[src/rtl/alu_exec_ctrl.sv]
// alu_exec_ctrl: four-state execute/writeback sequencer
// for the 8-bit datapath driving an 8x8 register file.
module alu_exec_ctrl (
    input  logic        clk,
    input  logic        rst_n,
    input  logic        instr_valid,
    output logic        instr_ready,
    input  logic [15:0] instr,
    output logic [2:0]  rf_raddr1,
    output logic [2:0]  rf_raddr2,
    input  logic [7:0]  rf_rdata1,
    input  logic [7:0]  rf_rdata2,
    output logic        rf_w_en,
    output logic [2:0]  rf_waddr,
    output logic [7:0]  rf_wdata,
    output logic        done,
    output logic        illegal,
    output logic        flag_z,
    output logic        flag_c
);

    localparam logic [1:0] IDLE = 2'd0;
    localparam logic [1:0] READ = 2'd1;
    localparam logic [1:0] EXEC = 2'd2;
    localparam logic [1:0] WB   = 2'd3;

    logic [1:0]  state;
    logic [15:0] ir;
    logic [7:0]  op_a;
    logic [7:0]  op_b;
    logic [7:0]  result;
    logic        carry;
    logic [8:0]  alu;
    logic        legal;
    logic        is_arith;

    assign legal    = ~ir[15];
    assign is_arith = (ir[14:12] == 3'd0) || (ir[14:12] == 3'd1);

    // Write port and read addresses come straight from latched state
    assign instr_ready = rst_n && (state == IDLE);
    assign rf_raddr1   = ir[8:6];
    assign rf_raddr2   = ir[5:3];
    assign rf_waddr    = ir[11:9];
    assign rf_wdata    = result;
    assign done        = (state == WB);
    assign illegal     = done && !legal;
    assign rf_w_en     = done && legal && (ir[11:9] != 3'd0);

    // ALU: bit 8 carries carry (ADD) or borrow (SUB)
    always_comb begin
        alu = 9'd0;
        if (legal) begin
            case (ir[14:12])
                3'd0: alu = {1'b0, op_a} + {1'b0, op_b};
                3'd1: alu = {(op_a < op_b), op_a - op_b};
                3'd2: alu = {1'b0, op_a & op_b};
                3'd3: alu = {1'b0, op_a | op_b};
                3'd4: alu = {1'b0, op_a ^ op_b};
                3'd5: alu = {1'b0, op_a << op_b[2:0]};
                3'd6: alu = {1'b0, op_a >> op_b[2:0]};
                default: alu = {1'b0, ir[7:0]};
            endcase
        end
    end

    // Sequencer, operand/result registers and flags
    always_ff @(posedge clk or negedge rst_n) begin
        if (!rst_n) begin
            state  <= IDLE;
            ir     <= 16'd0;
            op_a   <= 8'd0;
            op_b   <= 8'd0;
            result <= 8'd0;
            carry  <= 1'b0;
            flag_z <= 1'b0;
            flag_c <= 1'b0;
        end else begin
            case (state)
                IDLE: begin
                    if (instr_valid) begin
                        ir    <= instr;
                        state <= READ;
                    end
                end
                READ: begin
                    op_a  <= rf_rdata1;
                    op_b  <= rf_rdata2;
                    state <= EXEC;
                end
                EXEC: begin
                    result <= alu[7:0];
                    carry  <= alu[8];
                    state  <= WB;
                end
                default: begin
                    if (legal) begin
                        flag_z <= (result == 8'd0);
                        flag_c <= is_arith && carry;
                    end
                    state <= IDLE;
                end
            endcase
        end
    end

endmodule

[config.mk]
export PLATFORM = sky130hd
export DESIGN_NAME = alu_exec_ctrl
export DESIGN_NICKNAME = d
export VERILOG_FILES = /design/src/rtl/alu_exec_ctrl.sv
export SDC_FILE = /design/constraint.sdc
export NUM_CORES = 1
export LEC_CHECK = 0
export CORE_MARGIN = 2
export CORE_UTILIZATION = 59
export CTS_CLUSTER_DIAMETER = 200
export DETAILED_ROUTE_END_ITERATION = 7
export GPL_TIMING_DRIVEN = 0
export HOLD_SLACK_MARGIN = 0.06
export PLACE_DENSITY = 0.86
export SYNTH_ARGS = -nofsm -noshare
export SYNTH_HDL_FRONTEND = slang
export SYNTH_SLANG_ARGS = --single-unit
[constraint.sdc]
create_clock -name clk -period 3.7 [get_ports clk]
set_clock_uncertainty 0.05 [all_clocks]
set_input_delay 0.74 -clock clk [delete_from_list [all_inputs] [get_ports clk]]
set_output_delay 0.74 -clock clk [all_outputs]
set_load 0.02 [all_outputs]
Yosys cells after proc, flatten, opt, wreduce, memory -nomap -nowiden

Cells that the tools add are included.

Register bits: 45
Logic and storage cells: 45
Output and inout bits: 23
Input port bits: 35

Bitwise gates (word level): 5
Shift operators: 2
Muxes and demuxes: 4
Magnitude comparators: 1
Reductions and logical operators: 13
Add/subtract/negate cells: 2
Equal/unequal tests: 10

Operators by type and width:

| operator           | count |
|---|---|
| $pmux 9 s7         | 1 |
| $add 8x8->9        | 1 |
| $eq 3x3->1 const B | 3 |
| $mux 9             | 1 |
| $and 8x8->8        | 1 |
| $logic_not 8->1    | 1 |
| $lt 8x8->1         | 1 |
| $or 8x8->8         | 1 |
| $shl 8x3->8        | 1 |
| $shr 8x3->8        | 1 |
| $sub 8x8->8        | 1 |
| $xor 8x8->8        | 1 |
| $eq 3x2->1 const B | 2 |
| $pmux 2 s3         | 1 |
| $logic_and 1x1->1  | 5 |
| $eq 2x2->1 const B | 2 |
| $reduce_and 2->1   | 2 |
| $eq 3x1->1 const B | 1 |
| $logic_not 3->1    | 1 |
| $reduce_bool 3->1  | 1 |
| $reduce_or 3->1    | 1 |
| $eq 2x1->1 const B | 1 |
| $logic_not 2->1    | 1 |
| $mux 2             | 1 |
| other kinds (3)    | 4 |

Depth between registers and ports, before layout

Gate-level depths: netlist of the first run.

Depth in word-level cells: 4
Depth in mapped cells: 9

Worst setup path before layout of the first run

OpenSTA, ideal clock, no wires.

Kind: reg-to-reg
From: register op_b[2]
To: register result[6] (netlist: rf_wdata[6])
Arrival time: 2.111 ns
Path slack: 1.415 ns
Cell stages (with the launch flop): 10
Setup time: 0.124 ns
Data required time: 3.526 ns
Path through: dfrtp_1 -> clkbuf_1 -> inv_1 -> ha_1 -> buf_2 -> o21ba_2 -> or4_1 -> nand4b_1 -> nand3_1 -> a211o_1

Cells in the longest elaborated chain, start to end: 3
Elaborated cells on any way between the ends: 6
Those cells by class: 2 x add/sub; 2 x shift; 2 x mux

Ends and longest elaborated chain:

| item                                | RTL line | source |
|---|---|---|
| from (decl)                         | 30       | `logic [7:0] op_b;` |
| from (signal assigned)              | 88       | `op_b <= rf_rdata2;` |
| $sub 8x8->8 (tied with other cells) | 56       | `3'd1: alu = {(op_a < op_b), op_a - op_b};` |
| $pmux 9 s7 *                        | 54       | `case (ir[14:12])` |
| $mux 9 *                            | 53       | `if (legal) begin` |
| to (signal assigned)                | 92       | `result <= alu[7:0];` |
| to (decl)                           | 31       | `logic [7:0] result;` |

Mark *: on every way between the ends. The rest lies on a longest branch, timed or not.
A chain may end at the register's enable or synchronous reset.

Final worst setup path of the first run

From: register op_b[1]
To: register result[7] (netlist: rf_wdata[7])

The elaborated chain is that of the path after synthesis.

==> results of run 1 <==
report_power, final:
group	switching, mW	internal [mW]
Clock	0.175	0.152
Combinational	1.72	1.37
Sequential	0.292	0.722
worst max-delay path by stage:
stage            start     endpoint  slack, ps  depth (start not counted)
4_1_cts          rst_n  instr_ready        900                          4
6_report       op_b[1]  rf_wdata[7]        890                          8
3_5_place_dp     rst_n  instr_ready        900                          4
5_1_grt        op_b[1]  rf_wdata[7]        690                          8
3_3_place_gp     rst_n  instr_ready       -720                          3
2_1_floorplan  op_b[2]  rf_wdata[6]       1410                          9
routing by layer:
metal	routed length (µm)	vias to the layer above	share of wire [%]
met5	0	-	0
met4	286	0	2.6
met3	1010	20	9.3
met2	5040	204	47
met1	4470	1649	41
li1	-	1567	-
metrics by stage:
stage          util (%)  setup TNS [ps]  setup WS [ps]  instances  hold slack, ps
3_5_place_dp       73.3               0            897        533             437
6_report           74.9               0            892        541             219
5_1_grt            74.9               0            686        541             225
4_1_cts            74.9               0            899        541             224
2_1_floorplan         -               0           1410        400             394
3_3_place_gp       73.0            -724           -724        532             416
sequential cells by signal, indices dropped and copies added, names as in the netlist:
signal    flops
carry         1
rf_wdata      8
flag_c        1
op_a          8
ir           16
state         2
flag_z        1
op_b          8
area by class of cell:
type                            instances  area (µm²)
Clock buffer                            6        82.6
Timing Repair Buffer                   58         586
Multi-Input combinational cell        290        2260
Buffer                                 32         198
Inverter                               33         124
Clock inverter                          2        13.8
Tap cell                               75        93.8
Sequential cell                        45        1130
Fill cell                             445        1510
critical path, cell delays in order, from the launching register on:
cell,delay [ps]
dfrtp_1,540
clkbuf_1,400
inv_1,220
ha_1,360
o21bai_1,290
nor4b_1,300
o32a_1,230
xor2_1,210
o211ai_2,90
Yosys cell counts (5+ instances only):
cell type and count:
a21oi_1 9, a31oi_1 5, buf_2 10, buf_4 9, clkbuf_1 7, dfrtp_1 45
ha_1 31, inv_1 33, mux2_2 17, mux4_2 11, nand2_1 43, nand2b_1 5
nand3_1 9, nor2_1 15, nor2b_1 10, nor3_1 5, o21ai_0 42
logic make-up (layout without fill, tap and decap cells):
logic type	Yosys count	count (layout)	share of synthesized area, %
and+or+nand+nor	118	118	16.8
muxes	32	32	12.9
buffers and inverters	65	131	8.67
AOI/OAI and AO/OA	103	103	18.8
adders and majority gates	33	33	11.5
xor gates and xnor gates	4	4	0.944
DFF	45	45	30.4
==> qor.csv, run 1 <==
stage,metric,value,unit
route,avgViaCountPerCell,6.36,
synthesis,syn_nets,468,
synthesis,yosys.area.top_type,dfrtp_1,
timing,post-route-min-period,2810,ps
global_route,gr-usage-met1,44.2,%
placement,place_hpwl,8500,µm
worst_setup_path,worstReg2RegEnd,rf_wdata[7],
clock_tree,cts-resized-gates,0,
global_route,met3_usage,7.06,%
route,wirelength,10800,µm
route,wl_per_cell,20.0,µm
clock_tree,cts_max_level,2,
timing,tightest_slew,676,ps
synthesis,ys_ff_latch,45,
route,route.vias.total,3440,
final_layout,drive_gt1_share,14.6,%
min_path,hold_path_class,input pin to asynchronous set/reset pin,
final_layout,fin_area,0.00449,mm²
global_route,grt_overflow,0,
global_route,grt_busiest_layer,met2,
synthesis,syn_avg_cell_area,9.27,µm²
die,rows,28,
power,power.total,4.43,mW
global_route,grt_usage,32.1,%
worst_setup_path,regToRegSetupSlack,890,ps
timing,timing.final.setup_violations,0,
run,maxCapViolations,0,
global_route,use_met2,51.1,%
die,die_x,83.3,µm
synthesis,async_flop_share,100,%
synthesis,synth_cells,400,
clock_tree,numCtsBuffers,5,
route,antenna_left,0,
timing,fin_crit_sh,75.9,%
placement,numPortBuffers,57,
clock_tree,cts_tree,done,
worst_setup_path,r2r_cells,8,
placement,gp_congestion,0.945,
clock_tree,insertion_delay,300,ps
worst_setup_path,worstSetupPathType,register to register,
global_route,grt_first_pass_wirelength,17600,µm
worst_setup_path,critPathRequiredTime,3830,ps
clock_tree,cts-root-buf,clkbuf_8,
global_route,grt_pass1_vias,3322,
synthesis,synth_edf_count,0,
route,drc,0,
die,core_area,0.00599,mm²
worst_setup_path,regToRegStartpoint,op_b[1],
clock_tree,cts-hold-fix-buffers,0,
final_layout,layout_common_cells,"clkdlybuf4s50_1, dfrtp_1, nand2_1",
global_route,grt_max_degree,40,
placement,placed_cell_area,0.00439,mm²
timing,rsz0062_at_grt,no,
final_layout,nets,533,
worst_setup_path,critPathMaxFanout,10,
die,die_y,83.3,µm
final_layout,area_growth,20.9,%
synthesis,synth_cell_types,64,
synthesis,synthTopCellsByArea,"dfrtp_1, ha_1, mux4_2",
synthesis,ys_seq_area_share,30.4,%
route,drtPass1Iterations,6,
synthesis,synth_ff_type,dfrtp_1,
worst_setup_path,critPathLaunchType,register,
clock_tree,clk_path_buf_depth,2,
clock_tree,clock-sinks,45,
die,initial_utilization,61.9,%
status,outcome,"finished, final reports clean",
timing,timing.final.max_slew_violations,0,
timing,relSlewSlack,54.6,%
route,drt_iter0_markers,290,
synthesis,synth_top_area_share,30.4,%
worst_setup_path,crit_arrival,2940,ps
clock_tree,clk_pin_slew_worst_paths,90,ps
worst_setup_path,crit_path_end_kind,register,
power,irDropWorstVdd,0.563,mV
timing,fmax,356,MHz
final_layout,antenna-diode-count,0,
final_layout,final_common_cell,clkdlybuf4s50_1,
power,powerDensity,988,mW/mm²
power,p_leak,1.93,nW
clock_tree,cts_setup_buffers,0,
synthesis,mappedNetlistArea,0.00371,mm²
timing,hold_viol_final,0,
die,dieArea,0.00694,mm²
global_route,antenna_found_initial,0,
die,pin_count,58,
synthesis,yosysWarnings,0,
Power figures use the tool's default switching activity.
==> run 2, diff against run 1 <==
- CORE_UTILIZATION: 59 -> 50
- PLACE_DENSITY: 0.86 -> 0.78
- clock period: 3.7 -> 2.4 ns (I/O delays scaled with it)
==> qor.csv, run 2 (synthesis results as in run 1) <==
stage,metric,value,unit
power,p_leak,2.04,nW
clock_tree,clock-sinks,45,
global_route,antenna_found_initial,0,
final_layout,fin_area,0.00472,mm²
final_layout,layout_common_cells,"clkdlybuf4s50_1, nand2_1, o21ai_0",
final_layout,regArea,0.00113,mm²
route,antenna_left,0,
min_path,hold_path_startpoint,flag_z,
clock_tree,clk_pin_slew_worst_paths,100,ps
clock_tree,numCtsBuffers,5,
run,maxCapViolations,0,
global_route,grt_usage,28.0,%
placement,pre_cts_ws,-366,ps
worst_setup_path,regToRegStartpoint,op_b[1],
route,drt_iter0_markers,374,
route,drt-met1-wl,4880,µm
final_layout,fillers,641,
min_path,hold_end,flag_z,
die,pin_count,58,
die,core_area,0.00721,mm²
timing,timing.final.setup_violations,0,
min_path,min_path_cells,2,
route,avgViaCountPerCell,6.04,
route,wirelength,11500,µm
timing,whs,441,ps
timing,fin_crit_sh,97.3,%
clock_tree,cts-root-buf,clkbuf_8,
die,initial_utilization,51.4,%
final_layout,multi_input_area,0.00231,mm²
timing,fmax,428,MHz
timing,hold_viol_final,0,
status,outcome,"finished, final reports clean",
clock_tree,cts_tree,done,
timing,post-route-min-period,2330,ps
worst_setup_path,critical_path.cell_chain,buf_2 > inv_1 > ha_1 > nand2_1 > o22ai_1 > a221o_1 > a211oi_1 > o2bb2ai_1,
route,wl_per_cell,19.9,µm
final_layout,final_common_cell,clkdlybuf4s50_1,
worst_setup_path,crit_path_end_kind,register,
worst_setup_path,critPathMaxFanout,10,
worst_setup_path,cp_slowest_stage_delay,410,ps
route,routed.top_layer,met4,
worst_setup_path,regToRegSetupSlack,70,ps
route,drtPass1Iterations,5,
die,die_x,90.1,µm
route,route.vias.total,3486,
final_layout,area_growth,27.3,%
worst_setup_path,worstSetupPathType,register to register,
die,die_y,90.1,µm
global_route,grt_first_pass_wirelength,18000,µm
final_layout,largest_reg_flops,16,
final_layout,nets,545,
worst_setup_path,r2r_cells,8,
die,dieArea,0.00812,mm²
placement,dpl.cell_count,557,
min_path,hold_path_class,register to register,
global_route,grt_overflow,0,
clock_tree,clk_path_buf_depth,2,
final_layout,regMostFlops,ir,
power,irDropWorstVdd,0.631,mV
clock_tree,insertion_delay,310,ps
power,powerDensity,1540,mW/mm²
worst_setup_path,critPathRequiredTime,2520,ps
final_layout,antenna-diode-count,0,
placement,place_hpwl,8610,µm
route,met3_length,947,µm
placement,numPortBuffers,57,
timing,worst_slack,65.9,ps
worst_setup_path,worstReg2RegEnd,rf_wdata[1],
placement,placed_cell_area,0.00442,mm²
global_route,grt_pass1_vias,3303,
worst_setup_path,critPathLaunchType,register,
route,wl_met2,5290,µm
final_layout,drive_gt1_share,20.7,%
worst_setup_path,crit_arrival,2460,ps
timing,relSlewSlack,30.8,%
timing,tightest_slew,1030,ps
die,rows,31,
final_layout,stdcell_count,577,
worst_setup_path,worst_path_max_delay_cell,dfrtp_2,
clock_tree,cts_max_level,2,
power,power.total,7.27,mW
route,drc,0,
placement,gp_congestion,0.928,
timing,timing.final.max_slew_violations,0,
global_route,grt_max_degree,22,
## run 2: stage by stage
step,setup TNS [ps],utilization [%]
3_3_place_gp,-24280,61.0
3_5_place_dp,-1630,61.3
6_report,0,65.4
2_1_floorplan,0,-
4_1_cts,0,64.1
5_1_grt,-50.7,65.4
## run 2: area by class of cell
class	count	share of cell area, %
Inverter	33	2.68
Clock buffer	6	1.75
Multi-Input combinational cell	290	49.0
Timing Repair Buffer	71	14.8
Tap cell	99	2.62
Clock inverter	2	0.795
Sequential cell	45	24.0
Buffer	31	4.37
## run 2: power breakdown
part | switching [mW] | internal [mW] | total, mW
logic | 2.83 | 2.30 | 5.14
registers | 0.384 | 1.13 | 1.51
clock network | 0.286 | 0.339 | 0.625
total | 3.50 | 3.77 | 7.27
## run 2: worst max path at each step
| stage | start | to | slack [ps] | cells past startpoint |
|---|---|---|---|---|
| floorplan | op_b[2] | rf_wdata[6] | 110 | 9 |
| global placement | rst_n | instr_ready | -1500 | 3 |
| detailed placement | op_b[1] | rf_wdata[7] | -370 | 8 |
| CTS | op_a[4] | rf_wdata[7] | 2 | 8 |
| global route | op_a[4] | carry | -40 | 8 |
| finish | op_b[1] | rf_wdata[1] | 70 | 8 |
## run 2: critical path: cells and delay by family, from the launching register on
kind	cells	cell delay [ps]
buf+inv	2	360
compound gates	4	930
flops	1	410
fa+ha+maj	1	350
simple gates	1	90
## run 2: repair_timing
action | CTS | global route
hold endpoints to repair | 21 | 0
hold buffers | 3 | 0
resized for setup | 16 | 17
pin swaps | 0 | 3
setup buffers | 2 | 8
setup endpoints to repair | 8 | 9
## run 2: layer usage
metal / GRT usage (%) / up-vias
met5: 0 / -
met4: 8.46 / 0
met3: 4.19 / 39
met2: 44.6 / 194
met1: 39.6 / 1670
li1: - / 1583
